===== src/rtl/wb_watch_pkg.sv =====
// Shared constants for the watch timekeeping core: register offsets,
// control/status bit positions and the per-channel register stride.
package wb_watch_pkg;

    localparam int OFF_CTRL   = 'h00;
    localparam int OFF_STATUS = 'h04;

    // Channel i occupies CH_BASE + CH_STRIDE*i; the stride is one address nibble
    localparam int CH_BASE   = 'h10;
    localparam int CH_STRIDE = 'h10;

    localparam logic [3:0] CH_VALUE = 4'h0;
    localparam logic [3:0] CH_LIMIT = 4'h4;
    localparam logic [3:0] CH_ALARM = 4'h8;

    localparam int CTRL_EN       = 0;
    localparam int CTRL_IRQ_EN   = 1;
    localparam int CTRL_ALARM_EN = 2;
    localparam int CTRL_SOFT_CLR = 3;

    localparam int STATUS_ALARM = 0;

    typedef struct packed {
        logic alarm_en;
        logic irq_en;
        logic en;
    } ctrl_t;

endpackage


===== src/rtl/wb_watch_if.sv =====
// Wishbone slave bus bundle for the watch core (32-bit data, byte address).
interface wb_watch_if;
    import wb_watch_pkg::*;

    logic        cyc;
    logic        stb;
    logic        we;
    logic [3:0]  sel;
    logic [31:0] adr;
    logic [31:0] dat_w;
    logic [31:0] dat_r;
    logic        ack;

    modport master (output cyc, stb, we, sel, adr, dat_w, input ack, dat_r);
    modport slave  (input cyc, stb, we, sel, adr, dat_w, output ack, dat_r);

endinterface


===== src/rtl/wb_watch_chan.sv =====
// One counter channel: value/limit/alarm registers, wrap-to-zero on advance
// at or above the limit, and an alarm equality flag.
module wb_watch_chan
    import wb_watch_pkg::*;
#(
    parameter int CNT_W = 8
) (
    input  logic             clk,
    input  logic             rst_n,
    input  logic             adv,
    input  logic             clear,
    input  logic             wr_value,
    input  logic             wr_limit,
    input  logic             wr_alarm,
    input  logic [31:0]      wdat,
    input  logic [3:0]       sel,
    output logic [CNT_W-1:0] value,
    output logic [CNT_W-1:0] limit,
    output logic [CNT_W-1:0] alarm,
    output logic             at_limit,
    output logic             match
);

    logic [CNT_W-1:0] value_m;
    logic [CNT_W-1:0] limit_m;
    logic [CNT_W-1:0] alarm_m;
    logic             unused_in;

    assign unused_in = ^{wdat, sel};
    assign at_limit  = (value >= limit);
    assign match     = (value == alarm);

    // Byte-lane merge of the write word into each register's current contents
    always_comb begin
        value_m = value;
        limit_m = limit;
        alarm_m = alarm;
        for (int b = 0; b < CNT_W; b++) begin
            if (sel[b >> 3]) begin
                value_m[b] = wdat[b];
                limit_m[b] = wdat[b];
                alarm_m[b] = wdat[b];
            end
        end
    end

    always_ff @(posedge clk or negedge rst_n) begin
        if (!rst_n) begin
            value <= '0;
            limit <= '1;
            alarm <= '0;
        end else begin
            if (clear)
                value <= '0;
            else if (wr_value)
                value <= value_m;
            else if (adv)
                value <= at_limit ? '0 : value + CNT_W'(1);
            if (wr_limit)
                limit <= limit_m;
            if (wr_alarm)
                alarm <= alarm_m;
        end
    end

endmodule


===== src/rtl/wb_watch_ctrl.sv =====
// Wishbone-slave timekeeping core: bus decode, control/status, carry ripple
// across the cascaded channels, alarm edge detect and interrupt.
module wb_watch_ctrl
    import wb_watch_pkg::*;
#(
    parameter int          NUM_CH    = 4,
    parameter int          CNT_W     = 8,
    parameter int          ADDR_W    = 8,
    parameter logic [31:0] BASE_ADDR = 32'h3000_0000
) (
    input  logic                    clk,
    input  logic                    rst_n,
    input  logic                    tick,
    wb_watch_if.slave               bus,
    output logic [NUM_CH*CNT_W-1:0] cnt,
    output logic                    carry,
    output logic                    irq
);

    logic              ack_q;
    logic              we_q;
    logic [3:0]        sel_q;
    logic [ADDR_W-1:0] off_q;
    logic [31:0]       wdat_q;
    logic              req;
    logic              commit;
    logic              wr_ctrl;
    logic              soft_clr;
    logic              status_clr;
    ctrl_t             ctrl;
    logic              status;
    logic              match_prev;
    logic              match_all;
    logic [31:0]       rdata;

    logic [NUM_CH-1:0] ch_hit;
    logic [NUM_CH-1:0] wr_value;
    logic [NUM_CH-1:0] wr_limit;
    logic [NUM_CH-1:0] wr_alarm;
    logic [NUM_CH-1:0] at_limit;
    logic [NUM_CH-1:0] match_ch;
    logic [NUM_CH-1:0] adv;
    logic [CNT_W-1:0]  value_a [NUM_CH];
    logic [CNT_W-1:0]  limit_a [NUM_CH];
    logic [CNT_W-1:0]  alarm_a [NUM_CH];

    assign req        = bus.cyc & bus.stb & ~ack_q &
                        (bus.adr[31:ADDR_W] == BASE_ADDR[31:ADDR_W]);
    assign commit     = ack_q & we_q;
    assign wr_ctrl    = commit & (off_q == ADDR_W'(OFF_CTRL));
    assign soft_clr   = wr_ctrl & sel_q[0] & wdat_q[CTRL_SOFT_CLR];
    assign status_clr = commit & (off_q == ADDR_W'(OFF_STATUS)) &
                        sel_q[0] & wdat_q[STATUS_ALARM];
    assign match_all  = &match_ch;
    assign irq        = status & ctrl.irq_en;

    // Request is captured when accepted so a dropped cyc still completes the write
    always_ff @(posedge clk or negedge rst_n) begin
        if (!rst_n) begin
            ack_q  <= 1'b0;
            we_q   <= 1'b0;
            sel_q  <= '0;
            off_q  <= '0;
            wdat_q <= '0;
        end else begin
            ack_q <= req;
            if (req) begin
                we_q   <= bus.we;
                sel_q  <= bus.sel;
                off_q  <= bus.adr[ADDR_W-1:0];
                wdat_q <= bus.dat_w;
            end
        end
    end

    always_ff @(posedge clk or negedge rst_n) begin
        if (!rst_n) begin
            ctrl       <= '0;
            status     <= 1'b0;
            match_prev <= 1'b0;
        end else begin
            match_prev <= match_all;
            if (wr_ctrl && sel_q[0]) begin
                ctrl.en       <= wdat_q[CTRL_EN];
                ctrl.irq_en   <= wdat_q[CTRL_IRQ_EN];
                ctrl.alarm_en <= wdat_q[CTRL_ALARM_EN];
            end
            if (soft_clr)
                status <= 1'b0;
            else if (ctrl.alarm_en && match_all && !match_prev)
                status <= 1'b1;
            else if (status_clr)
                status <= 1'b0;
        end
    end

    // A VALUE write on a channel swallows that channel's advance and its carry
    always_comb begin
        logic c;
        c = ctrl.en & tick & ~soft_clr;
        for (int i = 0; i < NUM_CH; i++) begin
            adv[i] = c;
            c      = c & at_limit[i] & ~wr_value[i];
        end
        carry = c;
    end

    for (genvar i = 0; i < NUM_CH; i++) begin : g_ch
        assign ch_hit[i]   = (off_q[ADDR_W-1:4] == (ADDR_W-4)'(CH_BASE / CH_STRIDE + i));
        assign wr_value[i] = commit & ch_hit[i] & (off_q[3:0] == CH_VALUE);
        assign wr_limit[i] = commit & ch_hit[i] & (off_q[3:0] == CH_LIMIT);
        assign wr_alarm[i] = commit & ch_hit[i] & (off_q[3:0] == CH_ALARM);

        wb_watch_chan #(.CNT_W(CNT_W)) u_chan (
            .clk      (clk),
            .rst_n    (rst_n),
            .adv      (adv[i]),
            .clear    (soft_clr),
            .wr_value (wr_value[i]),
            .wr_limit (wr_limit[i]),
            .wr_alarm (wr_alarm[i]),
            .wdat     (wdat_q),
            .sel      (sel_q),
            .value    (value_a[i]),
            .limit    (limit_a[i]),
            .alarm    (alarm_a[i]),
            .at_limit (at_limit[i]),
            .match    (match_ch[i])
        );

        assign cnt[i*CNT_W +: CNT_W] = value_a[i];
    end

    always_comb begin
        rdata = '0;
        if (off_q == ADDR_W'(OFF_CTRL))
            rdata[2:0] = {ctrl.alarm_en, ctrl.irq_en, ctrl.en};
        else if (off_q == ADDR_W'(OFF_STATUS))
            rdata[STATUS_ALARM] = status;
        for (int i = 0; i < NUM_CH; i++) begin
            if (ch_hit[i]) begin
                case (off_q[3:0])
                    CH_VALUE: rdata = 32'(value_a[i]);
                    CH_LIMIT: rdata = 32'(limit_a[i]);
                    CH_ALARM: rdata = 32'(alarm_a[i]);
                    default:  ;
                endcase
            end
        end
    end

    assign bus.ack   = ack_q;
    assign bus.dat_r = ack_q ? rdata : '0;

endmodule

===== src/flat_wrapper.sv =====
// flat-port wrapper written by rule: the top's interface ports become plain ports
module wb_watch_ctrl_flat import wb_watch_pkg::*;
#(
    parameter int          NUM_CH    = 4,
    parameter int          CNT_W     = 8,
    parameter int          ADDR_W    = 8,
    parameter logic [31:0] BASE_ADDR = 32'h3000_0000
)
  (clk, rst_n, tick, cnt, carry, irq, bus_cyc, bus_stb, bus_we, bus_sel, bus_adr, bus_dat_w, bus_ack, bus_dat_r);
  wb_watch_if bus_i ();
  input  logic clk;
  input  logic rst_n;
  input  logic tick;
  output logic [NUM_CH*CNT_W-1:0] cnt;
  output logic carry;
  output logic irq;
  input wire logic [$bits(bus_i.cyc)-1:0] bus_cyc;
  input wire logic [$bits(bus_i.stb)-1:0] bus_stb;
  input wire logic [$bits(bus_i.we)-1:0] bus_we;
  input wire logic [$bits(bus_i.sel)-1:0] bus_sel;
  input wire logic [$bits(bus_i.adr)-1:0] bus_adr;
  input wire logic [$bits(bus_i.dat_w)-1:0] bus_dat_w;
  output wire logic [$bits(bus_i.ack)-1:0] bus_ack;
  output wire logic [$bits(bus_i.dat_r)-1:0] bus_dat_r;
  assign bus_i.cyc = bus_cyc;
  assign bus_i.stb = bus_stb;
  assign bus_i.we = bus_we;
  assign bus_i.sel = bus_sel;
  assign bus_i.adr = bus_adr;
  assign bus_i.dat_w = bus_dat_w;
  assign bus_ack = bus_i.ack;
  assign bus_dat_r = bus_i.dat_r;
  wb_watch_ctrl #(.NUM_CH(NUM_CH), .CNT_W(CNT_W), .ADDR_W(ADDR_W), .BASE_ADDR(BASE_ADDR)) u_core (.clk(clk), .rst_n(rst_n), .tick(tick), .bus(bus_i), .cnt(cnt), .carry(carry), .irq(irq));
endmodule

===== config.mk =====
export PLATFORM = sky130hd
export DESIGN_NAME = wb_watch_ctrl_flat
export DESIGN_NICKNAME = d
export VERILOG_FILES = /design/src/rtl/wb_watch_pkg.sv /design/src/rtl/wb_watch_if.sv /design/src/rtl/wb_watch_chan.sv /design/src/rtl/wb_watch_ctrl.sv /design/src/flat_wrapper.sv
export SDC_FILE = /design/constraint.sdc
export NUM_CORES = 1
export LEC_CHECK = 0
export ABC_AREA = 1
export CORE_MARGIN = 8
export CORE_UTILIZATION = 54
export CTS_CLUSTER_DIAMETER = 80
export DETAILED_ROUTE_END_ITERATION = 10
export HOLD_SLACK_MARGIN = 0.06
export PLACE_DENSITY = 0.82
export SETUP_SLACK_MARGIN = 0.5
export SLEW_MARGIN = 40
export SYNTH_ARGS = -nofsm -noshare
export SYNTH_HDL_FRONTEND = slang
export SYNTH_SLANG_ARGS = --single-unit

===== constraint.sdc =====
create_clock -name clk -period 2.85 [get_ports clk]
set_input_delay 0.57 -clock clk [delete_from_list [all_inputs] [get_ports clk]]
set_output_delay 0.57 -clock clk [all_outputs]
set_load 0.01 [all_outputs]

# [Word-level counts from Yosys, hierarchy flattened]
# Cells that the tools add are included.
[classes] n_addsub=4 order_cmp=4 eq_ne=16 n_mux=39 bitwise_logic=43 reduce_logical=24
[ops] operator="case mux 32 bit (3 select lines)" count=3
[ops] operator="2-to-1 mux 32 bit" count=5
[ops] operator="2-to-1 mux 8 bit" count=16
[ops] operator="AND 1 bit" count=37
[ops] operator="adder 8 x 1 -> 8 bit (second input constant)" count=4
[ops] operator="equality test 8 bit" count=4
[ops] operator="greater-or-equal comparator 8 bit" count=4
[ops] operator="equality test 24 x 22 -> 1 bit (second input constant)" count=1
[ops] operator="case mux 8 bit (3 select lines)" count=1
[ops] operator="AND reduction 2 bit" count=12
[ops] operator="nonzero test 3 bit" count=5
[ops] operator="2-to-1 mux 1 bit" count=13
[ops] operator="inequality test 3 x 1 -> 1 bit (second input constant)" count=4
[ops] operator="equality test 4 x 2 -> 1 bit (second input constant)" count=2
[ops] operator="equality test 4 x 3 -> 1 bit (second input constant)" count=2
[ops] operator="equality test 8 x 3 -> 1 bit (second input constant)" count=1
[ops] operator="logical NOT 8 bit" count=1
[ops] operator="NOT 1 bit" count=6
[ops] operator="equality test 4 x 1 -> 1 bit (second input constant)" count=1
[ops] operator="equality test 4 bit (second input constant)" count=1
[ops] operator="logical NOT 4 bit" count=1
[ops] operator="AND reduction 4 bit" count=1
[ops] operator="logical AND 1 bit" count=3
[ops] operator="2-to-1 mux 2 bit" count=1
[ops] operator="logical NOT 1 bit" count=1
[word_totals] ff_bits=120 output_inout_bits=67

# [Longest topological paths before layout]
# Gate-level depths: netlist of the first run.
[logic_depth] word_depth=15 ltp_mapped=16 depth_no_buf=16

# [Modules after synthesis]
# Synthesis of the first run repeated with hierarchy kept, for this count alone.
[unflattened] hier_cells=1344 hier_area_um2=9536.6
[by_module_without_submodules] module="wb_watch_chan" instances=4 cells_per_inst=204 area_per_inst_um2=1524.0
[by_module_without_submodules] module="wb_watch_ctrl" instances=1 cells_per_inst=528 area_per_inst_um2=3440.8

# [Worst setup path before layout of the first run]
# Ideal clock, no wire load.
[synth_timing] path_type="reg-to-output" start="reg u_core.g_ch[1].u_chan.limit[7]" end="out carry" arrival_time_ns=1.815 required_time_ns=2.280 slack_ns=0.465 stages_incl_launch_ff=11 cell_sequence="dfstp_2 inv_1 ha_1 nand2_1 nor2_1 nand4_1 nand3_1 nand3_2 nor2_4 nand3_2 nor2_1"
[synth_between] elab_chain_cells=7
[synth_rtl] item="start, declared" line_no="wb_watch_chan.sv:18" text="output logic [CNT_W-1:0] limit,"
[synth_rtl] item="start signal, assigned" line_no="wb_watch_chan.sv:60" text="limit <= limit_m;"
[synth_rtl] item="greater-or-equal comparator 8 bit" line_no="wb_watch_chan.sv:30" text="assign at_limit = (value >= limit);"
[synth_rtl] item="AND 1 bit (6 in series)" line_no="wb_watch_ctrl.sv:103" text="c = c & at_limit[i] & ~wr_value[i];"
[synth_rtl] item="end, declared" line_no="flat_wrapper.sv:15" text="output logic carry;"
# Every way passes these cells.

# [Worst setup path in the final report of the first run]
[layout_timing] start="reg u_core.off_q[0]" end="out bus_dat_r[3]"
[layout_between] elab_chain_cells=10 word_cells_on_any_way=12
[layout_rtl] item="start, declared" line_no="wb_watch_ctrl.sv:23" text="logic [ADDR_W-1:0] off_q;"
[layout_rtl] item="start signal, assigned" line_no="wb_watch_ctrl.sv:70" text="off_q <= bus.adr[ADDR_W-1:0];"
[layout_rtl] item="equality test 4 bit (tied with other cells)" line_no="wb_watch_ctrl.sv:142" text="case (off_q[3:0])"
[layout_rtl] item="case mux 8 bit (3 select lines)" line_no="wb_watch_ctrl.sv:142"
[layout_rtl] item="2-to-1 mux 32 bit" line_no="wb_watch_ctrl.sv:141" text="if (ch_hit[i]) begin"
[layout_rtl] item="case mux 32 bit (3 select lines)" line_no="wb_watch_ctrl.sv:142"
[layout_rtl] item="2-to-1 mux 32 bit" line_no="wb_watch_ctrl.sv:141"
[layout_rtl] item="case mux 32 bit (3 select lines)" line_no="wb_watch_ctrl.sv:142"
[layout_rtl] item="2-to-1 mux 32 bit" line_no="wb_watch_ctrl.sv:141"
[layout_rtl] item="case mux 32 bit (3 select lines)" line_no="wb_watch_ctrl.sv:142"
[layout_rtl] item="2-to-1 mux 32 bit *" line_no="wb_watch_ctrl.sv:141"
[layout_rtl] item="2-to-1 mux 32 bit *" line_no="wb_watch_ctrl.sv:153" text="assign bus.dat_r = ack_q ? rdata : '0;"
[layout_rtl] item="end, declared" line_no="flat_wrapper.sv:24" text="output wire logic [$bits(bus_i.dat_r)-1:0] bus_dat_r;"
# Mark *: on every way between the ends. The rest lies on a longest branch, timed or not.

==> results of run 1 <==
## power groups by stage
stage	Combinational (uW)	Clock, uW	Sequential, uW
3_5_place_dp	119	0	1740
6_report	118	2050	1710
4_1_cts	119	2030	1710
5_1_grt	133	2110	1710
3_3_place_gp	117	0	1740
2_1_floorplan	41.0	0	1740
## timing repair
item | CTS | global route
buffers inserted | 33 | 10
pin swaps | 31 | 26
cloned | 1 | 0
resized for setup | 123 | 48
hold buffers | 0 | 0
endpoints found under the setup margin | 9 | 38
## per-layer routing
metal,up-vias,GRT usage (%)
li1,3875,-
met3,160,6.49
met5,-,0
met1,4018,38.0
met2,653,48.5
met4,0,17.7
## worst paths after layout
kind | from | end | slack [ns]
max | u_core.off_q[0]$_DFFE_PN0P_ | bus_dat_r[3] | -0.08
min | rst_n | u_core.g_ch[2].u_chan.value[4]$_DFFE_PN0P_ | 0.13
max reg2reg | u_core.off_q[1]$_DFFE_PN0P_ | u_core.off_q[1]$_DFFE_PN0P_ | 0.17
min reg2reg | u_core.g_ch[2].u_chan.limit[7]$_DFFE_PN1P_ | u_core.g_ch[2].u_chan.limit[7]$_DFFE_PN1P_ | 0.49
max in group asynchronous | rst_n | u_core.g_ch[0].u_chan.limit[3]$_DFFE_PN1P_ | 1.89
min in group clk | u_core.g_ch[2].u_chan.limit[7]$_DFFE_PN1P_ | u_core.g_ch[2].u_chan.limit[7]$_DFFE_PN1P_ | 0.49
## cells in the final DEF (no fill, tap or decap), types with 7 or more instances in the layout
| cell | n |
|---|---|
| o22ai_1 | 10 |
| inv_1 | 100 |
| nor2_1 | 47 |
| clkdlybuf4s50_1 | 79 |
| dfrtp_1 | 87 |
| buf_4 | 92 |
| nand4_1 | 12 |
| a21oi_2 | 11 |
| o21ai_1 | 15 |
| inv_2 | 20 |
| a21oi_1 | 35 |
| ha_4 | 7 |
| o21ai_2 | 7 |
| nand2_2 | 13 |
| clkbuf_16 | 17 |
| o211ai_1 | 12 |
| buf_2 | 9 |
| o21ai_0 | 119 |
| xnor2_1 | 12 |
| buf_6 | 28 |
| ha_1 | 29 |
| nand3_1 | 41 |
| nor3_1 | 13 |
| nor2_2 | 7 |
| nand2_1 | 263 |
| nor2_4 | 11 |
| xor2_1 | 25 |
| clkinv_2 | 7 |
| conb_1 | 24 |
| dfstp_2 | 32 |
## kinds of logic (layout without fill, tap and decap cells)
kind of cell	Yosys count	in the layout	synth area share [%]
xor+xnor	37	37	4.08
fa+ha+maj	36	36	5.67
compound gates	244	244	17.6
other cells	1	24	0.0472
simple gates	438	438	24.6
buf+inv	178	373	9.70
flops	120	120	38.3
## cell type report
type | count | area [um2]
Clock inverter | 13 | 105
Tap cell | 184 | 230
Sequential cell | 120 | 3040
Multi-Input combinational cell | 779 | 4610
Fill cell | 1006 | 3540
Inverter | 124 | 477
Timing Repair Buffer | 217 | 2020
Clock buffer | 19 | 453
## stage by stage
stage	worst slack (ns)	power, uW	area (um2)
after global routing	-0.121	3950	10900
final	-0.0793	3870	10900
after CTS	-0.0522	3860	10700
after floorplan	0.529	1780	8040
after detailed placement	-0.182	1850	9530
after global placement	-0.168	1850	9530
## critical path: stages (launching register included)
cell	delay, ns
dfrtp_1	0.44
nor2_4	0.18
buf_6	0.14
nand2_8	0.09
buf_6	0.16
o22ai_4	0.14
a21oi_2	0.05
o211ai_1	0.25
nand2_1	0.14
a21oi_2	0.18
buf_2	0.16
## registers in the layout (all words and copies together) (netlist names)
signal,cells
u_core.match_prev,1
u_core.off_q,8
u_core.g_ch.u_chan.alarm,32
u_core.ctrl,3
u_core.we_q,1
u_core.bus.ack,1
u_core.sel_q,1
u_core.wdat_q,8
u_core.g_ch.u_chan.value,32
u_core.g_ch.u_chan.limit,32
u_core.status,1
==> metrics.txt, run 1 <==
routability cong.=1.01; Max VDD drop=0.449 mV; Fmax achieved=0.341 GHz; Int Power=3000 uW; crit start category=flip-flop; worst-margin pin slew=0.660 ns; ANT nets after route=0; GRT overflow=0; violated checks=negative setup slack; number of global-route vias before repair=8327; aggregate routed wire length=28800 um; metal1 wirelength=10400 um; Avg Inst Size Synth=7.54 um2; Crit Path Max Fanout=7; Die Width=137 um; Placed Cells=1380; Pwr Density=354 nW/um2; dominant cell by count in the synthesized netlist=nand2_1; Ys Warns=0; Skew-Pair Late Insertion Delay=0.43 ns; TritonRoute pass-1 iters=6; CTS max path bufs=2; cells after synthesis=1054; first-pass GRT wire length=44300 um; Port Buffer Count=89; proportion of layout cells with a drive suffix above 1=24.9%; Layout area overhead=37.6%; biggest area consumer among synthesized cells=dfrtp_1; Commonest cells post-synth=275 x nand2_1, 133 x o21ai_0, 112 x inv_1; Sw Pwr=876 uW; top-area cell type share of the netlist area=27.7%; Unique masters post-synth=46; period utilization=103%; Rows=44; iteration-0 DRC count of the detailed router=1118; static leakage=0.00481 uW; Worst setup EP type=primary output; sw frac=22.6%; critical path class=flip-flop to primary output; Final setup viols=6; met3 wire length=3450 um; initial antenna violation count=0; final hold violations=0; All-Layer GR Usage=30.6%; Starting Density=54.9%; combinational share of power=3.1%; MaxCap Viol Count=0; WL met2=13100 um; final setup TNS=-0.186 ns; RSZ-0062 raised after global routing=yes; clk sink count=120; post-DR wirelength/cell=19.8 um; final worst slack=-0.0793 ns; CP Data Required Time=2.28 ns; FFs w/ async S/R, synth=100%; clock share of power=52.9%; DRC viols=0; Hold/Removal Path Class=primary input to asynchronous set/reset pin; post-route insts no fill=1456; # nets final=1369; clk slew on worst S/H paths=0.06 ns; H-tree depth=4; worst clock skew=0.0109 ns; largest net degree at the start of global routing=55; core footprint=14500 um2; I/O pin count=141; diode count=0; Tmin final=2.93 ns; top layer in use=met4; ys flop type=dfrtp_1; depth of the most critical reg-to-reg path=21; final core area utilization=75.5%; sequential-to-total area share from yosys stat=38.3%; Worst Path Arrival=2.36 ns; #FFs+latches synth=120; Die Y=137 um; CTS Root Cell=clkbuf_16; via/cell ratio=5.98; hpwl dp=19200 um; Post-Syn Area=7950 um2; EDFF count, synth=0; Seq pwr share=44.1%; Relative slew margins=56.0%; Via Count=8706; Die Footprint=18900 um2; largest cells by area after synthesis=dfrtp_1 28%, nand2_1 13%, dfstp_2 11%; final count of pins violating max slew=0; outcome=finished, violations left; CTS Buf Count=17; WHS=0.127 ns; CTS tree=yes
No activity file was read; power rests on OpenSTA's default activity.
==> run 2: changes to the inputs <==
--- a/config.mk
+++ b/config.mk
@@ -11,6 +11,7 @@
 export CTS_CLUSTER_DIAMETER = 80
 export DETAILED_ROUTE_END_ITERATION = 10
 export HOLD_SLACK_MARGIN = 0.06
+export MAX_ROUTING_LAYER = met4
 export PLACE_DENSITY = 0.82
 export SETUP_SLACK_MARGIN = 0.5
 export SLEW_MARGIN = 40
==> constraint.sdc (replaced) <==
create_clock -name clk -period 3.2 [get_ports clk]
set_input_delay 0.64 -clock clk [delete_from_list [all_inputs] [get_ports clk]]
set_output_delay 0.64 -clock clk [all_outputs]
set_load 0.01 [all_outputs]
==> run 2 against run 1 <==
Net effect:
- the flow now finishes without violations
- count of clock-buffer cells in the layout increased by 5
- sequential cell count unchanged
- total power decreased by 6.8%
- global-route usage decreased by 0.26 points
- clock skew decreased by 0.0047 ns
- sequential power decreased by 11%
- core utilization decreased by 3.0 points
- largest cell class unchanged
- combinational power decreased by 12%
==> metrics.txt, run 2 (synthesized netlist as in run 1, its figures left out) <==
# nets final=1317 (was 1369); via/cell ratio=5.82 (was 5.98); static leakage=0.00460 uW (was 0.00481 uW); DRC viols=0 (unchanged); post-DR wirelength/cell=19.5 um (was 19.8 um); sw frac=20.4% (was 22.6%); clk slew on worst S/H paths=0.05 ns (was 0.06 ns); worst-margin pin slew=0.767 ns (was 0.660 ns); hpwl dp=18900 um (was 19200 um); first-pass GRT wire length=42500 um (was 44300 um); critical path class=flip-flop to primary output (unchanged); R2R Setup Slk=0.77 ns (was 0.17 ns); Max VDD drop=0.341 mV (was 0.449 mV); ANT nets after route=0 (unchanged); pre-CTS WS=0.0573 ns (was -0.182 ns); number of global-route vias before repair=7961 (was 8327); most frequent cells in the layout=267 x nand2_1, 121 x o21ai_0, 103 x inv_1, 87 x dfrtp_1, 79 x clkdlybuf4s50_1 (was 263 x nand2_1, 119 x o21ai_0, 100 x inv_1, 92 x buf_4, 87 x dfrtp_1); Hold/Removal Path Class=primary input to asynchronous set/reset pin (unchanged); GRT overflow=0 (unchanged); Layout area overhead=32.2% (was 37.6%); final setup TNS=0 ns (was -0.186 ns); routability cong.=1.03 (was 1.01); Fmax achieved=0.338 GHz; final worst slack=0.240 ns (was -0.0793 ns); All-Layer GR Usage=30.4% (was 30.6%); CTS max path bufs=2 (unchanged); Die Width=137 um (unchanged); clock share of power=55.0% (was 52.9%); Final setup viols=0 (was 6); Port Buffer Count=89 (unchanged); Pwr Density=344 nW/um2 (was 354 nW/um2); Rows=44 (unchanged); final hold violations=0 (unchanged); core footprint=14500 um2 (unchanged); Regs by FF count=u_core.g_ch.u_chan.alarm x32, u_core.g_ch.u_chan.limit x32, u_core.g_ch.u_chan.value x32 (unchanged); CTS Root Cell=clkbuf_16 (unchanged); Worst Path Arrival=2.32 ns (was 2.36 ns); final core area utilization=72.6% (was 75.5%); Skew-Pair Late Insertion Delay=0.42 ns (was 0.43 ns); aggregate routed wire length=27400 um (was 28800 um); CTS Buf Count=17 (unchanged); Sw Pwr=737 uW (was 876 uW); worst clock skew=0.00617 ns (was 0.0109 ns); Die Footprint=18900 um2 (unchanged); CTS tree=yes (unchanged); DP Area=9300 um2 (was 9530 um2); CP Data Required Time=2.56 ns (was 2.28 ns); Relative slew margins=48.6% (was 56.0%); iteration-0 DRC count of the detailed router=1130 (was 1118); commonest non-fill, non-tap cell in the layout=nand2_1 (unchanged); I/O pin count=141 (unchanged); crit start category=flip-flop (unchanged); combinational share of power=2.9% (was 3.1%); Worst setup EP type=primary output (unchanged); initial antenna violation count=0 (unchanged); fill count=1172 (was 1006); period utilization=92.5%; diode count=0 (unchanged); final count of pins violating max slew=0 (unchanged); MaxCap Viol Count=0 (unchanged); proportion of layout cells with a drive suffix above 1=20.5% (was 24.9%); Tmin final=2.96 ns; Seq pwr share=42.1% (was 44.1%); Via Count=8168 (was 8706); clk sink count=120 (unchanged); largest net degree at the start of global routing=81 (was 55); Post-CTS Hold Buffers=0 (unchanged); Crit Path Max Fanout=6 (was 7); Die Y=137 um (unchanged); Int Power=2870 uW (was 3000 uW); Starting Density=54.9% (unchanged); outcome=complete, no violations (was finished, violations left); RSZ-0062 raised after global routing=yes (unchanged); TritonRoute pass-1 iters=5 (was 6); Final Instance Area=10500 um2 (was 10900 um2); H-tree depth=4 (unchanged)
[run 2: final cells by class]
class	instances	area, um2	share of cell area, %
Clock buffer	24	492	4.68
Clock inverter	8	118	1.12
Inverter	124	483	4.60
Multi-Input combinational cell	779	4590	43.6
Sequential cell	120	3040	29.0
Tap cell	184	230	2.19
Timing Repair Buffer	165	1560	14.8
[run 2: metal layers]
| metal | vias to the layer above | share of wire (%) | track usage (%) |
|---|---|---|---|
| met5 | - | 0 | - |
| met4 | 0 | 4.2 | 15.4 |
| met1 | 3797 | 41 | 38.0 |
| met2 | 507 | 46 | 46.5 |
| li1 | 3763 | - | - |
| met3 | 101 | 9.0 | 5.51 |
[run 2: power by group through the flow]
stage / Combinational, uW / Sequential, uW / Clock [uW]
after CTS: 105 / 1520 / 1990
final: 104 / 1520 / 1990
after floorplan: 36.5 / 1550 / 0
after global routing: 116 / 1520 / 2060
after detailed placement: 105 / 1550 / 0
after global placement: 103 / 1550 / 0
[run 2: worst paths after layout]
check	end	from	cells after the start
worst max-delay path	bus_dat_r[3]	u_core.off_q[1]$_DFFE_PN0P_	10
worst min-delay path	u_core.g_ch[2].u_chan.value[3]$_DFFE_PN0P_	rst_n	1
max in group asynchronous	u_core.g_ch[0].u_chan.limit[3]$_DFFE_PN1P_	rst_n	2
worst min register to register	u_core.g_ch[3].u_chan.limit[5]$_DFFE_PN1P_	u_core.g_ch[3].u_chan.limit[5]$_DFFE_PN1P_	2
min in group clk	u_core.g_ch[3].u_chan.limit[5]$_DFFE_PN1P_	u_core.g_ch[3].u_chan.limit[5]$_DFFE_PN1P_	2
worst max register to register	u_core.g_ch[0].u_chan.limit[4]$_DFFE_PN1P_	u_core.off_q[1]$_DFFE_PN0P_	8
[run 2: metrics by stage]
stage | total power (uW) | hold WS [ns] | std cells
2_1_floorplan | 1580 | 0.344 | 1077
3_3_place_gp | 1650 | 0.470 | 1350
3_5_place_dp | 1650 | 0.485 | 1350
4_1_cts | 3620 | 0.214 | 1400
5_1_grt | 3690 | 0.245 | 1404
6_report | 3610 | 0.202 | 1404
[run 2: timing repair]
action / in CTS / in global routing
cloned: 3 / 0
pin swaps: 33 / 19
resized for setup: 120 / 13
endpoints found under the hold margin: 0 / 0
setup buffers: 15 / 4
endpoints found under the setup margin: 9 / 9
[run 2: critical path, cell delays in order, from the launching register on]
cell,delay [ns]
dfrtp_1,0.42
nor2_4,0.20
nand3_4,0.17
buf_12,0.19
buf_6,0.12
o221ai_4,0.16
nand2_1,0.10
o211ai_1,0.15
nand2_1,0.10
a21oi_1,0.12
buf_2,0.16
